File: src/rtl/req_onehot_arbiter.sv
// Round-robin arbiter over 8 asynchronous request lines: synchronizes and edge/level-detects
// each line, keeps a pending vector and hands out one-hot grants held until acknowledged.
module req_onehot_arbiter #(
  parameter int unsigned EDGE_MODE = 1
) (
  input  logic       clk,
  input  logic       rst,
  input  logic [7:0] req_in,
  input  logic       grant_ack,
  output logic [7:0] grant_out,
  output logic       grant_valid,
  output logic [7:0] pending,
  output logic       drop_pulse
);

  typedef enum logic {
    ST_IDLE  = 1'b0,
    ST_GRANT = 1'b1
  } state_e;

  state_e     state_q, state_d;
  logic [7:0] s1_q, s1_d;
  logic [7:0] s2_q, s2_d;
  logic [7:0] s3_q, s3_d;
  logic [7:0] pending_q, pending_d;
  logic [7:0] grant_q, grant_d;
  logic [2:0] gidx_q, gidx_d;
  logic [2:0] ptr_q, ptr_d;
  logic       drop_q, drop_d;

  logic [7:0] evt;
  logic [7:0] clr;
  logic       accept;
  logic       pick_found;
  logic [2:0] pick_idx;
  logic [2:0] cand_idx;

  // State register: every flop, including the synchronizer chain, clears asynchronously.
  // NOTE: sequential state uses non-blocking assignments so all flops sample the
  // pre-edge values of each other, independent of statement order.
  always_ff @(posedge clk or posedge rst) begin
    if (rst) begin
      state_q   <= ST_IDLE;
      s1_q      <= '0;
      s2_q      <= '0;
      s3_q      <= '0;
      pending_q <= '0;
      grant_q   <= '0;
      gidx_q    <= '0;
      ptr_q     <= '0;
      drop_q    <= 1'b0;
    end else begin
      state_q   <= state_d;
      s1_q      <= s1_d;
      s2_q      <= s2_d;
      s3_q      <= s3_d;
      pending_q <= pending_d;
      grant_q   <= grant_d;
      gidx_q    <= gidx_d;
      ptr_q     <= ptr_d;
      drop_q    <= drop_d;
    end
  end

  // Synchronizer, event detection and pending bookkeeping.
  always_comb begin
    s1_d   = req_in;
    s2_d   = s1_q;
    s3_d   = s2_q;
    accept = (state_q == ST_GRANT) && grant_ack;
    clr    = accept ? grant_q : 8'h00;
    evt    = (EDGE_MODE != 0) ? (s2_q & ~s3_q) : s2_q;
    // A set on the same bit as an accepted clear wins, so no request is ever lost.
    pending_d = (pending_q & ~clr) | evt;
    drop_d    = |(evt & pending_q & ~clr);
  end

  // Round-robin search: first set pending bit at or after ptr, wrapping 7 -> 0.
  always_comb begin
    pick_found = 1'b0;
    pick_idx   = ptr_q;
    cand_idx   = ptr_q;
    for (int off = 0; off < 8; off++) begin
      cand_idx = ptr_q + off[2:0];
      if (!pick_found && pending_q[cand_idx]) begin
        pick_found = 1'b1;
        pick_idx   = cand_idx;
      end
    end
  end

  // Next-state logic.
  // NOTE: every signal gets a default before the case so no path leaves it
  // unassigned, which would otherwise infer a latch.
  always_comb begin
    state_d = state_q;
    grant_d = grant_q;
    gidx_d  = gidx_q;
    ptr_d   = ptr_q;
    case (state_q)
      ST_IDLE: begin
        if (pick_found) begin
          state_d = ST_GRANT;
          grant_d = 8'h01 << pick_idx;
          gidx_d  = pick_idx;
        end
      end
      ST_GRANT: begin
        if (grant_ack) begin
          state_d = ST_IDLE;
          grant_d = 8'h00;
          ptr_d   = gidx_q + 3'd1;
        end
      end
      default: begin
        state_d = ST_IDLE;
        grant_d = 8'h00;
      end
    endcase
  end

  // Outputs come straight from flops, so an asynchronous reset drops them at once.
  always_comb begin
    grant_valid = (state_q == ST_GRANT);
    grant_out   = grant_valid ? grant_q : 8'h00;
    pending     = pending_q;
    drop_pulse  = drop_q;
  end

endmodule
File: config.mk
export PLATFORM = sky130hd
export DESIGN_NAME = req_onehot_arbiter
export DESIGN_NICKNAME = d
export VERILOG_FILES = /design/src/rtl/req_onehot_arbiter.sv
export SDC_FILE = /design/constraint.sdc
export NUM_CORES = 1
export LEC_CHECK = 0
export CORE_MARGIN = 4
export CORE_UTILIZATION = 60
export DETAILED_ROUTE_END_ITERATION = 6
export PLACE_DENSITY = 0.95
export REMOVE_ABC_BUFFERS = 1
export SYNTH_ARGS = -nofsm -noshare
export SYNTH_HDL_FRONTEND = slang
export SYNTH_SLANG_ARGS = --single-unit
export TNS_END_PERCENT = 1
File: constraint.sdc
create_clock -name clk -period 11.75 [get_ports clk]
set_clock_uncertainty 0.15 [all_clocks]
set_input_delay 2.35 -clock clk [delete_from_list [all_inputs] [get_ports clk]]
set_output_delay 2.35 -clock clk [all_outputs]
set_load 0.005 [all_outputs]
==> summary.md, run 1 <==
### Floorplan
- **IO Pins** 29
- **die area** 5500 sq um
- **Initial Util** 63.9%
- **Die Y** 74.2 um
- **Placeable Area** 4120 sq um
- **floorplan die width** 74.2 um
- **Rows** 23

### Setup path
- **top fanout value on the critical path** 14
- **Setup CP Type** reg2reg
- **Required @ worst endpoint** 11,770 ps
- **startpoint type of the worst setup path** register
- **number of cells on the worst reg-to-reg path** 10
- **kind of end point of the critical path** register
- **Arr. time, crit path** 4310 ps

### Synthesis
- **instance count of the mapped netlist** 237
- **fraction of the yosys area taken by sequential cells** 45.7%
- **syn avg cell area** 11.1 sq um
- **number of synthesized register bits** 48
- **simple-gate area share of the yosys netlist** 14.9%
- **adder-cell area share of the yosys netlist** 1.43%
- **dominant combinational cell family by area after synthesis** multiplexers
- **compound-cell area share of the yosys netlist** 15.5%
- **Yosys cell types** 49
- **cell types with the largest area share after synthesis** sky130_fd_sc_hd__dfrtp_1 (46%), sky130_fd_sc_hd__mux4_2 (6.0%), sky130_fd_sc_hd__nand2_1 (5.3%)
- **cell type with the largest total area after synthesis** sky130_fd_sc_hd__dfrtp_1
- **primary flip-flop cell chosen by synthesis mapping** sky130_fd_sc_hd__dfrtp_1
- **count of flip-flops with a built-in enable after synthesis** 0
- **area share of the leading cell type in the synthesized netlist** 45.7%
- **share of async-settable or async-resettable flops after synthesis** 100%
- **combined area of all synthesized cells** 2630 sq um
- **share of the synthesized netlist area taken by xor and xnor gates** 1.67%
- **portion of netlist area occupied by mux cells** 16.9%
- **number of warning messages in the yosys log** 0

### Timing
- **setup violators final** 0
- **fraction of the cycle the final worst path needs** 36.5%
- **unrepaired setup endpoints after global routing** false
- **Post-Route Setup TNS** 0 ps
- **Fin. Hold Viols** 0
- **slew margin rel.** 37.6%
- **crit path setup slack, layout** 7460 ps
- **slew at the pin with the worst max-slew slack** 935 ps
- **crit path time final** 4290 ps
- **final hold slack** 198 ps
- **count of final max-slew check failures** 0
- **maximum operating frequency** 233 MHz

### Global routing
- **GRT overflow** 0
- **combined global-route utilization of all metal layers** 26.1%
- **global-route wire length before repair** 10,700 um
- **number of antenna violations at the first check in global routing** 0
- **number of global-route vias before repair** 2,130
- **pin count of the biggest net entering global routing** 49

### Power and ir drop
- **proportion of power drawn by combinational gates** 50.0%
- **static leakage power** 1.27 nW
- **power density over the cells** 237 nW/um^2
- **Tot Pwr** 713 uW
- **Clk network pwr share** 13.5%
- **Flop pwr share** 36.5%
- **cell-internal power** 419 uW
- **switching power** 294 uW
- **Net Sw Frac** 41.3%
- **maximum vdd drop** 150 uV

### Placed design
- **number of placed instances, taps included** 306
- **hpwl dp** 4410 um
- **buffers added on ports** 28
- **routability congestion estimate** 0.899
- **Post-Place Worst Slack** 7300 ps
- **total cell area at the placement stage** 2920 sq um

### Clock tree
- **TritonCTS clock tree** done
- **number of sinks handled by clock tree synthesis** 48
- **total of hold buffers inserted after clock tree synthesis** 0
- **clock latency of the later-clocked register in the worst-skew pair** 290 ps
- **library cell used as clock root buffer** sky130_fd_sc_hd__clkbuf_8
- **depth of the CTS H-tree** 2
- **number of gates resized after cts** 0
- **clock buffers created by TritonCTS** 5
- **CTS Buffer Depth** 2
- **Setup Buffers After CTS** 0
- **CTS clock-pin slew for the worst setup and hold paths** 80 ps

### Finish
- **post-route cell area** 3010 sq um
- **fraction of final layout cells sized beyond drive strength 1** 12.1%
- **final core area utilization** 73.1%
- **Antenna diodes** 0
- **final std cells w/o fill** 314
- **# fillers** 256
- **Final nets** 277
- **layout overhead on the synthesized area** 14.4%

### Hold path
- **classification of the worst-slack hold path** reg2reg
- **worst hold path depth** 0

### Route
- **Met1 Wirelength** 2390 um
- **Detailed Route Iter0 Violations** 243
- **WL final** 6290 um
- **number of detailed-routing iterations run before antenna repair** 5
- **routed wirelength normalized by instance count** 20.0 um
- **highest routing layer actually used** met4
- **# DRC** 0
- **detailed-route vias per instance** 6.63
- **via count of the routed design** 2,082
- **wire length on met3** 496 um
- **total met2 wirelength after detailed routing** 3210 um
- **residual antenna-violating net count after detailed routing** 0

### Status
- **outcome** completed

### Job
- **reported max-cap violation count** 0

==> cell type report <==
class	count	area, sq um	area share (%)
tap	50	62.6	2.08
multi-input combinational	167	1320	44.0
sequential	48	1200	40.0
clock buffer	8	90.1	3.00
inverter	13	48.8	1.62
timing repair buffer	28	280	9.32
==> cells by family after synthesis <==
group / Yosys count
multiplexers: 26
flip-flops: 48
AND/OR/NAND/NOR: 78
adder cells (fa/ha/maj): 3
buffers and inverters: 22
XOR/XNOR: 5
AO/OA/AOI/OAI: 55
==> synthesized netlist by cell type, types with 2 or more instances <==
| library cell | number |
|---|---|
| sky130_fd_sc_hd__a21o_1 | 2 |
| sky130_fd_sc_hd__a21oi_1 | 9 |
| sky130_fd_sc_hd__a31oi_1 | 5 |
| sky130_fd_sc_hd__a32o_1 | 9 |
| sky130_fd_sc_hd__and2_1 | 10 |
| sky130_fd_sc_hd__buf_2 | 2 |
| sky130_fd_sc_hd__buf_6 | 2 |
| sky130_fd_sc_hd__clkbuf_1 | 3 |
| sky130_fd_sc_hd__dfrtp_1 | 48 |
| sky130_fd_sc_hd__ha_1 | 3 |
| sky130_fd_sc_hd__inv_1 | 12 |
| sky130_fd_sc_hd__mux2_2 | 7 |
| sky130_fd_sc_hd__mux2_4 | 2 |
| sky130_fd_sc_hd__mux2i_1 | 5 |
| sky130_fd_sc_hd__mux4_1 | 4 |
| sky130_fd_sc_hd__mux4_2 | 7 |
| sky130_fd_sc_hd__nand2_1 | 37 |
| sky130_fd_sc_hd__nand2b_1 | 5 |
| sky130_fd_sc_hd__nand4_1 | 2 |
| sky130_fd_sc_hd__nor2_1 | 10 |
| sky130_fd_sc_hd__nor3_1 | 4 |
| sky130_fd_sc_hd__o21ai_0 | 12 |
| sky130_fd_sc_hd__o21ai_1 | 3 |
| sky130_fd_sc_hd__o22ai_1 | 3 |
| sky130_fd_sc_hd__or3_1 | 4 |
| sky130_fd_sc_hd__xnor2_1 | 2 |
| sky130_fd_sc_hd__xor2_1 | 3 |
==> power by group through the flow <==
stage               registers, mW  logic [mW]  clock network (mW)
finish                      0.260       0.356              0.0966
global route                0.267       0.387               0.106
CTS                         0.259       0.351              0.0985
detailed placement          0.261       0.344                   0
global placement            0.257       0.330                   0
floorplan                   0.241       0.253                   0
==> final timing paths <==
| kind | slack, ps | endpoint | from |
|---|---|---|---|
| max in group asynchronous | 8430 | s1_q[6] | rst |
| min | 200 | s2_q[0] | s1_q[0] |
| max reg2reg | 7460 | grant_q[1] | ptr_q[1] |
| max | 7460 | grant_q[1] | ptr_q[1] |
| min in group asynchronous | 2440 | grant_q[5] | rst |
| min reg2reg | 200 | s2_q[0] | s1_q[0] |
==> worst max-delay path: stages, from the launching register on <==
cell                       delay [ps]
sky130_fd_sc_hd__dfrtp_1          690
sky130_fd_sc_hd__inv_1            270
sky130_fd_sc_hd__ha_1             640
sky130_fd_sc_hd__mux2_2           430
sky130_fd_sc_hd__mux4_2           520
sky130_fd_sc_hd__o32a_4           430
sky130_fd_sc_hd__nor2_8           170
sky130_fd_sc_hd__o311ai_1         130
sky130_fd_sc_hd__o21ai_1          180
sky130_fd_sc_hd__nand2_1          220
sky130_fd_sc_hd__a32o_1           320
==> per-layer routing <==
layer	global-route usage (%)	vias to the layer above
met1	33.8	996
met4	11.7	0
met2	43.7	140
met3	4.05	26
li1	-	920
met5	0	-
==> sequential cells by signal, summed over array words and instances, names as in the netlist <==
register	flops
s3_q	8
grant_valid	1
drop_pulse	1
ptr_q	3
s2_q	8
grant_q	8
pending	8
s1_q	8
gidx_q	3
==> cell usage in the layout (no fill, tap or decap), drive strengths merged, types with 4 or more instances in the layout <==
master and n:
dfrtp 48, nand2 37, clkdlybuf4s50 28, o21ai 15, inv 12, nor2 12, and2 11, mux4 11
a32o 10, a21oi 9, mux2 9, clkbuf 8, mux2i 6, nand2b 5, a31oi 5, or3 4
nor3 4
(Power assumes the default switching activity.)
==> run 2: changes to the inputs <==
- CORE_UTILIZATION: 60 -> 56
- PLACE_DENSITY: 0.95 -> 0.9
- clock period: 11.75 -> 3.95 ns (I/O delays scaled with it)
==> run 2 against run 1 <==
Combinational power rose to 3.1 times the previous value. Utilization fell by 4.3 points. Clock-buffer cell count fell by 2. Via count fell by 1.2%. Non-clock buffer count rose by 2. Fmax rose by 20%. Clock power rose to 3.8 times the previous value. Critical endpoint is now grant_q[5]. Largest power group unchanged. Highest routed layer unchanged.
==> summary.md, run 2 (synthesis results as in run 1) <==
### Setup path
- **number of cells on the worst reg-to-reg path** 10, unchanged
- **number of buffer and inverter instances along the worst setup path** 1, unchanged
- **kind of end point of the critical path** register
- **stage delay of the slowest cell on the critical path** 580 ps, -110 ps
- **Cell Chain, Critical Path** inv_1 -> ha_1 -> mux2_2 -> mux4_2 -> o32a_1 -> nor2_4 -> o211ai_1 -> nand2_1 -> a32oi_1 -> a32o_1
- **startpoint of the most critical register-to-register path** ptr_q[1]
- **internal reg-to-reg setup slack** 370 ps, -7090 ps
- **Required @ worst endpoint** 3990 ps, -7780 ps
- **count of cell instances traversed by the critical path** 10, unchanged
- **Arr. time, crit path** 3620 ps, -690 ps
- **Largest delay share family, worst path** compound AO/OA/AOI/OAI gates
- **Setup CP Type** reg2reg
- **startpoint type of the worst setup path** register
- **capture point of the worst reg-to-reg path** grant_q[5]
- **top fanout value on the critical path** 12, -2
- **CP max stage cell** sky130_fd_sc_hd__ha_1

### Finish
- **Final nets** 279, +0.72%
- **most common library cell in the layout ignoring fill and taps** sky130_fd_sc_hd__dfrtp_1
- **most frequent cells in the layout** sky130_fd_sc_hd__dfrtp_1 (48), sky130_fd_sc_hd__nand2_1 (37), sky130_fd_sc_hd__clkdlybuf4s50_1 (28)
- **fraction of final layout cells sized beyond drive strength 1** 13.5%, +1.4 points
- **layout overhead on the synthesized area** 16.2%
- **Antenna diodes** 0, unchanged
- **final core area utilization** 68.8%, -4.3 points
- **final std cells w/o fill** 318, +1.3%
- **# fillers** 300, +17%

### Clock tree
- **number of gates resized after cts** 0, unchanged
- **Setup Buffers After CTS** 0, unchanged
- **CTS clock-pin slew for the worst setup and hold paths** 90 ps, about the same
- **clock buffers created by TritonCTS** 5, unchanged
- **total of hold buffers inserted after clock tree synthesis** 0, unchanged
- **TritonCTS clock tree** done
- **depth of the CTS H-tree** 2, unchanged
- **library cell used as clock root buffer** sky130_fd_sc_hd__clkbuf_8
- **number of sinks handled by clock tree synthesis** 48, unchanged
- **CTS Buffer Depth** 2, unchanged
- **clock latency of the later-clocked register in the worst-skew pair** 290 ps, about the same

### Global routing
- **combined global-route utilization of all metal layers** 22.1%, -4.0 points
- **number of antenna violations at the first check in global routing** 0, unchanged
- **pin count of the biggest net entering global routing** 49, unchanged
- **number of global-route vias before repair** 2,096, -1.6%
- **GRT overflow** 0, unchanged
- **global-route wire length before repair** 10,300 um, -3.6%

### Route
- **Detailed Route Iter0 Violations** 144, -41%
- **WL final** 6090 um, -3.1%
- **# DRC** 0, unchanged
- **detailed-route vias per instance** 6.47, -2.4%
- **routed wirelength normalized by instance count** 19.2 um, -4.3%
- **residual antenna-violating net count after detailed routing** 0, unchanged
- **number of detailed-routing iterations run before antenna repair** 4, -1
- **via count of the routed design** 2,057, -1.2%

### Timing
- **unrepaired setup endpoints after global routing** false
- **final hold slack** 203 ps, +4.69 ps
- **slew at the pin with the worst max-slew slack** 934 ps, -1.29 ps
- **slew margin rel.** 37.7%, +0.086 points
- **Fin. Hold Viols** 0, unchanged
- **fraction of the cycle the final worst path needs** 90.5%, +54 points
- **setup violators final** 0, unchanged
- **crit path time final** 3580 ps, -709 ps
- **maximum operating frequency** 280 MHz, +20%
- **count of final max-slew check failures** 0, unchanged
- **Post-Route Setup TNS** 0 ps, unchanged

### Hold path
- **classification of the worst-slack hold path** reg2reg
- **endpoint of the worst hold path** s2_q[3]
- **worst hold path depth** 0, unchanged
- **launch point of the worst hold path** s1_q[3]

### Power and ir drop
- **switching power** 875 uW, +200%
- **power density over the cells** 718 nW/um^2, +200%
- **cell-internal power** 1.32 mW, +220%
- **Net Sw Frac** 39.9%, -1.4 points
- **Tot Pwr** 2.20 mW, +210%
- **static leakage power** 1.29 nW, +2.0%
- **proportion of power drawn by combinational gates** 50.5%, +0.5 points
- **Flop pwr share** 32.9%, -3.6 points
- **maximum vdd drop** 655 uV, +340%
- **Clk network pwr share** 16.7%, +3.2 points

### Status
- **outcome** completed

### Floorplan
- **Initial Util** 59.1%, -4.7 points
- **Placeable Area** 4440 sq um, +8.0%
- **floorplan die width** 76.5 um, +3.1%
- **IO Pins** 29, unchanged
- **Die Y** 76.5 um, +3.1%
- **Rows** 24, +4.3%
- **die area** 5850 sq um, +6.4%

### Job
- **reported max-cap violation count** 0, unchanged

### Placed design
- **hpwl dp** 4440 um, +0.64%
- **buffers added on ports** 28, unchanged
- **routability congestion estimate** 0.915, +1.7%
- **number of placed instances, taps included** 310, +1.3%

==> run 2: how the worst max path moves through the flow <==
| stage | from | slack [ps] | to |
|---|---|---|---|
| after floorplan | ptr_q[0] | 230 | grant_q[7] |
| after global placement | ptr_q[1] | 510 | grant_q[7] |
| after detailed placement | ptr_q[1] | 440 | grant_q[7] |
| after CTS | ptr_q[1] | 430 | grant_q[3] |
| after global routing | ptr_q[1] | 220 | grant_q[5] |
| final | ptr_q[1] | 370 | grant_q[5] |
==> run 2: layout make-up <==
type,count,area [sq um],area share [%]
clock buffers,6,82.6,2.70
clock inverters,2,38.8,1.27
inverters,13,48.8,1.60
multi-input cells,167,1320,43.3
flip-flops and latches,48,1200,39.3
well taps,52,65.1,2.13
repair buffers,30,295,9.66
==> run 2: power by group through the flow <==
| stage | clock network [mW] | registers (mW) | logic (mW) |
|---|---|---|---|
| after detailed placement | 0 | 0.726 | 1.09 |
| after global placement | 0 | 0.720 | 1.06 |
| after CTS | 0.373 | 0.717 | 1.10 |
| after global routing | 0.399 | 0.735 | 1.20 |
| final | 0.366 | 0.721 | 1.11 |
| after floorplan | 0 | 0.717 | 0.752 |
==> run 2: per-stage QoR <==
step	cell area [sq um]	worst slack (ps)
floorplan	2570	231
global placement	2930	513
detailed placement	2930	436
CTS	3060	430
global route	3060	216
finish	3060	374
==> run 2: worst reg2reg max path, cell delays in order, from the launching register on <==
cell and delay, ps:
sky130_fd_sc_hd__dfrtp_1 350, sky130_fd_sc_hd__inv_1 110, sky130_fd_sc_hd__ha_1 580, sky130_fd_sc_hd__mux2_2 430
sky130_fd_sc_hd__mux4_2 540, sky130_fd_sc_hd__o32a_1 410, sky130_fd_sc_hd__nor2_4 160, sky130_fd_sc_hd__o211ai_1 100
sky130_fd_sc_hd__nand2_1 90, sky130_fd_sc_hd__a32oi_1 220, sky130_fd_sc_hd__a32o_1 330
==> run 2: layer usage <==
| metal | part of all wire [%] | track usage (%) | up-vias |
|---|---|---|---|
| met5 | 0 | 0 | - |
| met4 | 3.6 | 10.5 | 0 |
| met3 | 6.3 | 3.78 | 20 |
| met2 | 50 | 38.0 | 84 |
| met1 | 40 | 26.8 | 1031 |
| li1 | - | - | 922 |
